**config.mk**
```make
export PLATFORM = sky130hd
export DESIGN_NAME = rf_wport_arbiter
export DESIGN_NICKNAME = d
export VERILOG_FILES = /design/src/rtl/cpu_pkg.sv /design/src/rtl/rf_pending_scoreboard.sv /design/src/rtl/rf_wport_arbiter.sv
export SDC_FILE = /design/constraint.sdc
export NUM_CORES = 1
export LEC_CHECK = 0
export ABC_AREA = 1
export BUFFER_PORTS_ARGS = -buffer_cell sky130_fd_sc_hd__buf_2
export CELL_PAD_IN_SITES_DETAIL_PLACEMENT = 0
export CELL_PAD_IN_SITES_GLOBAL_PLACEMENT = 2
export CORE_MARGIN = 2
export CORE_UTILIZATION = 28
export CTS_BUF_LIST = sky130_fd_sc_hd__clkbuf_2 sky130_fd_sc_hd__clkbuf_4 sky130_fd_sc_hd__clkbuf_8
export CTS_CLUSTER_SIZE = 12
export DETAILED_ROUTE_END_ITERATION = 8
export GPL_ROUTABILITY_DRIVEN = 0
export GPL_TIMING_DRIVEN = 0
export MAX_ROUTING_LAYER = met4
export PLACE_DENSITY = 0.94
export SYNTH_ARGS = -nofsm -noshare
export SYNTH_HDL_FRONTEND = slang
export SYNTH_HIERARCHICAL = 1
export SYNTH_SLANG_ARGS = --single-unit
export TNS_END_PERCENT = 20
```
**constraint.sdc**
```tcl
create_clock -name CLK -period 4.19 [get_ports CLK]
set_input_delay 0.6285 -clock CLK [delete_from_list [all_inputs] [get_ports CLK]]
set_output_delay 0.6285 -clock CLK [all_outputs]
set_load 0.01 [all_outputs]
```
**src/rtl/cpu_pkg.sv**
```systemverilog
// Shared CPU types and constants used by the register-file write-port logic.
// Holds the arbiter state encoding and the register-file geometry.
package cpu_pkg;

    localparam int REG_AW = 5;
    localparam int XLEN   = 32;
    localparam int NUM_REGS = 1 << REG_AW;

    localparam logic [REG_AW-1:0] LINK_REG = 5'd31;
    localparam logic [REG_AW-1:0] ZERO_REG = 5'd0;

    typedef enum logic {
        NORMAL,
        FORCE_M
    } arb_state_e;

    typedef struct packed {
        logic [REG_AW-1:0] addr;
        logic [XLEN-1:0]   data;
        logic [XLEN-1:0]   pc;
    } wr_req_t;

    // jal link writes always target the link register, whatever p_addr says.
    function automatic logic [REG_AW-1:0] wb_dest(input logic link,
                                                  input logic [REG_AW-1:0] addr);
        return link ? LINK_REG : addr;
    endfunction

endpackage

```
**src/rtl/rf_pending_scoreboard.sv**
```systemverilog
// Pending-write scoreboard: one bit per register with an outstanding MD result,
// plus the busy queries decode uses to stall on read-after-write hazards.
module rf_pending_scoreboard
    import cpu_pkg::*;
(
    input  logic              CLK,
    input  logic              reset,
    input  logic              set_en,
    input  logic [REG_AW-1:0] set_addr,
    input  logic              clr_en,
    input  logic [REG_AW-1:0] clr_addr,
    input  logic              wr_we,
    input  logic [REG_AW-1:0] wr_addr,
    input  logic [REG_AW-1:0] q_rs,
    input  logic [REG_AW-1:0] q_rt,
    output logic              q_rs_busy,
    output logic              q_rt_busy
);

    logic [NUM_REGS-1:0] pending;

    // NOTE: the pending vector is plain flops (not a RAM), so it is cleared in one reset cycle.
    always_ff @(posedge CLK) begin
        if (reset) begin
            pending <= '0;
        end else begin
            // NOTE: non-blocking assignments; the later set overrides the clear, so set wins.
            if (clr_en)
                pending[clr_addr] <= 1'b0;
            if (set_en && set_addr != ZERO_REG)
                pending[set_addr] <= 1'b1;
        end
    end

    // A result being written this cycle is still invisible to a same-cycle read.
    function automatic logic busy_of(input logic [REG_AW-1:0] q);
        return pending[q] | (wr_we & (wr_addr == q) & (q != ZERO_REG));
    endfunction

    assign q_rs_busy = busy_of(q_rs);
    assign q_rt_busy = busy_of(q_rt);

endmodule

```
**src/rtl/rf_wport_arbiter.sv**
```systemverilog
// Arbitrates the single register-file write port between writeback and the MD unit,
// with a starvation guard for MD and a pending-result scoreboard for decode.
module rf_wport_arbiter
    import cpu_pkg::*;
#(
    parameter int STARVE_LIMIT = 4
) (
    input  logic              CLK,
    input  logic              reset,
    input  logic              p_valid,
    input  logic              p_link,
    input  logic [REG_AW-1:0] p_addr,
    input  logic [XLEN-1:0]   p_data,
    input  logic [XLEN-1:0]   p_pc,
    output logic              p_ready,
    input  logic              m_valid,
    input  logic [REG_AW-1:0] m_addr,
    input  logic [XLEN-1:0]   m_data,
    input  logic [XLEN-1:0]   m_pc,
    output logic              m_ready,
    input  logic              m_issue,
    input  logic [REG_AW-1:0] m_issue_addr,
    input  logic [REG_AW-1:0] q_rs,
    input  logic [REG_AW-1:0] q_rt,
    output logic              q_rs_busy,
    output logic              q_rt_busy,
    output logic              rf_we,
    output logic [REG_AW-1:0] rf_addr,
    output logic [XLEN-1:0]   rf_data,
    output logic [XLEN-1:0]   rf_pc
);

    localparam logic [3:0] LIMIT = 4'(STARVE_LIMIT);

    arb_state_e state;
    logic [3:0] wait_cnt;
    logic [3:0] wait_nxt;
    logic       p_fire;
    logic       m_fire;
    wr_req_t    win;

    // NOTE: every always_comb output gets a default first so no latch is inferred.
    always_comb begin
        p_ready = 1'b0;
        m_ready = 1'b0;
        unique case (state)
            NORMAL: begin
                p_ready = 1'b1;
                m_ready = m_valid & ~p_valid;
            end
            FORCE_M: begin
                p_ready = 1'b0;
                m_ready = 1'b1;
            end
        endcase
    end

    assign p_fire = p_valid & p_ready;
    assign m_fire = m_valid & m_ready;

    always_comb begin
        wait_nxt = wait_cnt;
        if (!m_valid || m_fire)
            wait_nxt = 4'd0;
        else if (wait_cnt != LIMIT)
            wait_nxt = wait_cnt + 4'd1;
    end

    // The two handshakes are mutually exclusive, so a simple select picks the winner.
    always_comb begin
        win.addr = wb_dest(p_link, p_addr);
        win.data = p_data;
        win.pc   = p_pc;
        if (m_fire) begin
            win.addr = m_addr;
            win.data = m_data;
            win.pc   = m_pc;
        end
    end

    // Entering FORCE_M on the edge where the count reaches the limit bounds MD wait at LIMIT+1.
    always_ff @(posedge CLK) begin
        if (reset) begin
            state    <= NORMAL;
            wait_cnt <= 4'd0;
        end else begin
            wait_cnt <= wait_nxt;
            unique case (state)
                NORMAL:  if (wait_nxt == LIMIT) state <= FORCE_M;
                FORCE_M: if (m_fire)            state <= NORMAL;
            endcase
        end
    end

    always_ff @(posedge CLK) begin
        if (reset) begin
            rf_we   <= 1'b0;
            rf_addr <= ZERO_REG;
            rf_data <= '0;
            rf_pc   <= '0;
        end else begin
            rf_we <= (p_fire | m_fire) & (win.addr != ZERO_REG);
            if (p_fire | m_fire) begin
                rf_addr <= win.addr;
                rf_data <= win.data;
                rf_pc   <= win.pc;
            end
        end
    end

    rf_pending_scoreboard u_scoreboard (
        .CLK       (CLK),
        .reset     (reset),
        .set_en    (m_issue),
        .set_addr  (m_issue_addr),
        .clr_en    (m_fire),
        .clr_addr  (m_addr),
        .wr_we     (rf_we),
        .wr_addr   (rf_addr),
        .q_rs      (q_rs),
        .q_rt      (q_rt),
        .q_rs_busy (q_rs_busy),
        .q_rt_busy (q_rt_busy)
    );

endmodule

```
# Word-level counts from Yosys, hierarchy flattened
# Cells that the tools add are included.
# totals
out_inout_bits	74
wordCells	63
reg_bits	107
in_bits	159
# op_classes
order_cmp	6
reduce_logical	9
n_addsub	1
mux	20
n_bitwise	16
eq_ne	4
# op_table
operator	count
two-way mux 32 bit	3
two-way mux 69 bit	1
bitwise AND 32 bit	1
NOT 32 bit	1
OR 32 bit	1
< comparator 5 x 6 -> 1 bit (second input constant)	4
nonzero test 5 bit	4
binary-select mux 1 bit (select 5 bit)	2
demux 1 bit (select 5 bit)	2
== test 5 bit	2
>= comparator 5 x 1 -> 1 bit (second input constant)	2
bitwise AND 1 bit	8
two-way mux 4 bit	2
two-way mux 1 bit	6
case mux 1 bit (2 select lines)	3
two-way mux 5 bit	1
adder 4 x 1 -> 4 bit (second input constant)	1
== test 4 x 3 -> 1 bit (second input constant)	1
!= test 4 x 3 -> 1 bit (second input constant)	1
logical AND 1 bit	3
OR 1 bit	3
NOT 1 bit	2
zero test 1 bit	1
logical OR 1 bit	1

# Depth between registers and ports, before layout
# depth
word_depth	10
ltp_mapped	9
depth_no_buf	9

# Cells and area by module
# Netlist, hierarchy kept.
# by_module_without_submodules
mod	n_inst	seq_area_each_um2	cells_each	area_each_um2
rf_wport_arbiter	1	1501.4	444	3448.3
rf_pending_scoreboard	1	640.6	364	2152.1

# Worst setup path before layout
# Ideal clock, no wire load.
# synth_timing
path_type	input-to-output
from	in q_rs[0]
to	out q_rs_busy
cell_stages	8
arrival_time_ns	1.395
required_ns	3.562
path_slack_ns	2.167
n_path_buf	1
cell_sequence	buf_4 -> inv_1 -> nor2_1 -> o21ai_0 -> nor2_1 -> nor2_1 -> nand2_1 -> nand3_1
# synth_between
elab_chain_cells	4
word_cells_on_any_way	7
cone_classes	1 x eq/ne; 2 x mux; 3 x bitwise; 1 x reduce/logical
# synth_rtl
item	line	source
start, declared	rf_wport_arbiter.sv:23	input logic [REG_AW-1:0] q_rs,
branches (longest 3 deep; another with binary-select mux 1 bit (select 5 bit))	-	
OR 1 bit *	rf_pending_scoreboard.sv:37	return pending[q] | (wr_we & (wr_addr == q) & (q != ZERO_REG));
end, declared	rf_wport_arbiter.sv:25	output logic q_rs_busy,
# Mark *: on every way between the ends. The select of a mux whose other input is x is not followed.

# Final worst setup path
# layout_timing
from	in m_valid
to	out m_ready
# layout_between
elab_chain_cells	2
# layout_rtl
item	line	source
start, declared	rf_wport_arbiter.sv:16	input logic m_valid,
bitwise AND 1 bit	rf_wport_arbiter.sv:49	m_ready = m_valid & ~p_valid;
case mux 1 bit (2 select lines)	rf_wport_arbiter.sv:46	unique case (state)
end, declared	rf_wport_arbiter.sv:20	output logic m_ready,
# Every way passes these cells.

==> results.yml <==
status:
  status: "completed"
hold_path:
  hp-class: "reg -> reg"
cells_and_area:
  nets: 1210
  area_growth_pct: 30.6
  drive_gt1_share_pct: 27.2
clock_tree:
  cts_made_buffers: 9
  clk_latency_ns: 0.40
  clkSinkCount: 107
  cts_tree: "built"
  clk_pin_slew_ns: 0.10
  h-tree-depth: 3
  ctsResizeCount: 0
  clock_path_buffers: 2
  cts_hold_buf: 0
  cts_root_buf: "clkbuf_8"
  postCtsSetupBuffers: 0
setup_path:
  path_cells: "buf_2, inv_1, buf_4, clkbuf_1, o21ai_0, buf_2"
  path_delay_family: "buffers and inverters"
  startpoint_type: "input pin"
  worst-path-buf-inv: 5
  critPathMostFrequentCell: "buf_2"
  critPathCaptureType: "output port"
  cp_max_fo: 10
  cpMaxStageDelayCell: "clkbuf_1"
  cp.required_ns: 3.56
  crit_path_max_incr_delay_ns: 0.42
  critPathArrivalTime_ns: 1.81
  critPathKind: "in -> out"
logic_synthesis:
  synth_nets: 969
  synth_edf_count: 0
  netlist_area_um2: 5600
  yosysSeqAreaShare_pct: 38.2
  ys_ff_latch: 107
  yosys_warnings: 6
  synthArstFlopShare_pct: 0
  yosysUniqueCellTypes: 29
  syn_inst: 808
  yosys_most_used_dff: "dfxtp_1"
  synth_area_per_cell_um2: 6.93
timing:
  setup_tns_ns: 0
  relSlewSlack_pct: 51.9
  rsz0062_at_grt: "no"
  worstMarginPinSlew_ns: 0.719
  fmax_mhz: 410
  fin_crit_sh_pct: 58.2
  drv_slew: 0
  min_period_ns: 2.44
  finalHoldViolCount: 0
  finClkSkew_ns: 0.0248
  finalSetupViolations: 0
grt:
  grt_usage_pct: 21.9
  grt_pass1_vias: 6451
  antenna_found_initial: 11
  grt-ovfl-total: 0
  grt_max_degree: 22
  grt_pass1_wl_um: 35300
job:
  max_cap_violations: 0
drt:
  antenna_left: 0
  wire_per_inst_um: 17.2
  vias_per_cell: 4.87
  via_count: 6481
  drtIter0Drc: 392
  firstDrtPassIters: 5
  routed_wl_um: 22900
  drc: 0
pwr:
  powerDensity_nw_per_um2: 309
  p_total_w: 0.00226
  leakage_nw: 3.27
  ir_worst_vdd_v: 0.000143
floorplanning:
  die_area_um2: 21100
  design.core.area_um2: 19500
  die_y_um: 145
  die_w_um: 145
  start_util_pct: 28.7
  pin_count: 233
  rows: 51
placed_design:
  io_buffers: 230
  post-dp-hpwl_um: 18100
## power by group
group,switching [W],internal [W]
Combinational,0.000290,0.000188
Clock,0.000422,0.000237
Sequential,0.0000392,0.00108
Total,0.000751,0.00151
## metal layers
layer	vias up	global-route usage, %	routed length [µm]
met1	2964	24.2	9020
li1	3282	-	-
met2	209	38.0	11700
met4	0	5.83	416
met5	-	-	0
met3	26	6.93	1760
## placed cells by master (no fill, tap or decap), drive strengths merged
cell type | netlist | routed
o2111ai | 1 | 1
o211ai | 8 | 8
ha | 2 | 2
nand2 | 117 | 117
nand3b | 1 | 1
inv | 63 | 66
o31ai | 64 | 64
nand3 | 47 | 47
xor2 | 1 | 1
a21oi | 39 | 39
nor3 | 14 | 14
nand4 | 65 | 65
dfxtp | 107 | 107
clkinv | 0 | 4
buf | 33 | 263
o22ai | 8 | 8
clkbuf | 21 | 30
xnor2 | 1 | 1
diode | 0 | 12
o21ai | 52 | 52
nor2 | 164 | 164
## registers in the layout, indices dropped and copies added, names as in the netlist
signal	flops
rf_data	32
rf_we	1
rf_pc	32
u_scoreboard/pending	32
wait_cnt	4
state	1
rf_addr	5
## final timing paths
path,start,to,slack [ns],cells after the start
max,m_valid,m_ready,1.75,6
min,u_scoreboard/pending[0],u_scoreboard/pending[0],0.48,2
max reg2reg,state,u_scoreboard/pending[11],2.34,9
min reg2reg,u_scoreboard/pending[0],u_scoreboard/pending[0],0.48,2
## cell type report
cell class              instances  area, µm²
fillers                      2231      12200
multi-input cells             584       2900
flip-flops and latches        107       2140
repair buffers                230       1150
well taps                     265        332
plain buffers                  54        324
inverters                      63        236
clock buffers                   9        124
clock inverters                 7       77.6
diodes                         12       30.0
## synthesized netlist by cell type (2+ instances only)
library cell / instances / area [µm²]
buf_2: 13 / 65.1
nand4_1: 65 / 407
inv_2: 3 / 11.3
clkbuf_1: 21 / 78.8
nand3_1: 47 / 235
buf_6: 9 / 101
o21ai_0: 46 / 230
o21ai_1: 5 / 25.0
o31ai_1: 64 / 480
ha_1: 2 / 25.0
o22ai_1: 8 / 50.1
nor2_1: 163 / 612
o211ai_1: 8 / 60.1
nor3_2: 2 / 20.0
nand2_1: 115 / 432
buf_4: 10 / 75.1
a21oi_1: 39 / 195
inv_1: 60 / 225
dfxtp_1: 107 / 2140
nor3_1: 12 / 60.1
## through the flow
stage	cell area (µm²)	worst slack [ns]	cells	hold slack, ns	util (%)
global placement	7080	1.76	1303	0.456	36.3
floorplan	5600	2.17	808	0.433	-
finish	7310	1.75	1331	0.481	37.5
CTS	7280	1.75	1319	0.476	37.3
detailed placement	7080	1.76	1303	0.464	36.3
global route	7310	1.60	1330	0.496	37.4
## cells by family after synthesis
family | synth area share, %
simple gates | 32.1
compound gates | 18.9
buf+inv | 10.0
flops | 38.2
xor+xnor | 0.313
fa+ha+maj | 0.447
## worst reg2reg max path: stages (launching register included)
cell and delay (ns):
dfxtp_1 0.40, inv_2 0.07, nand2_4 0.08, nand2_2 0.06
buf_6 0.16, buf_6 0.16, inv_1 0.11, nand3_1 0.32
o21ai_0 0.29, a21oi_1 0.08
(Power assumes the default switching activity.)
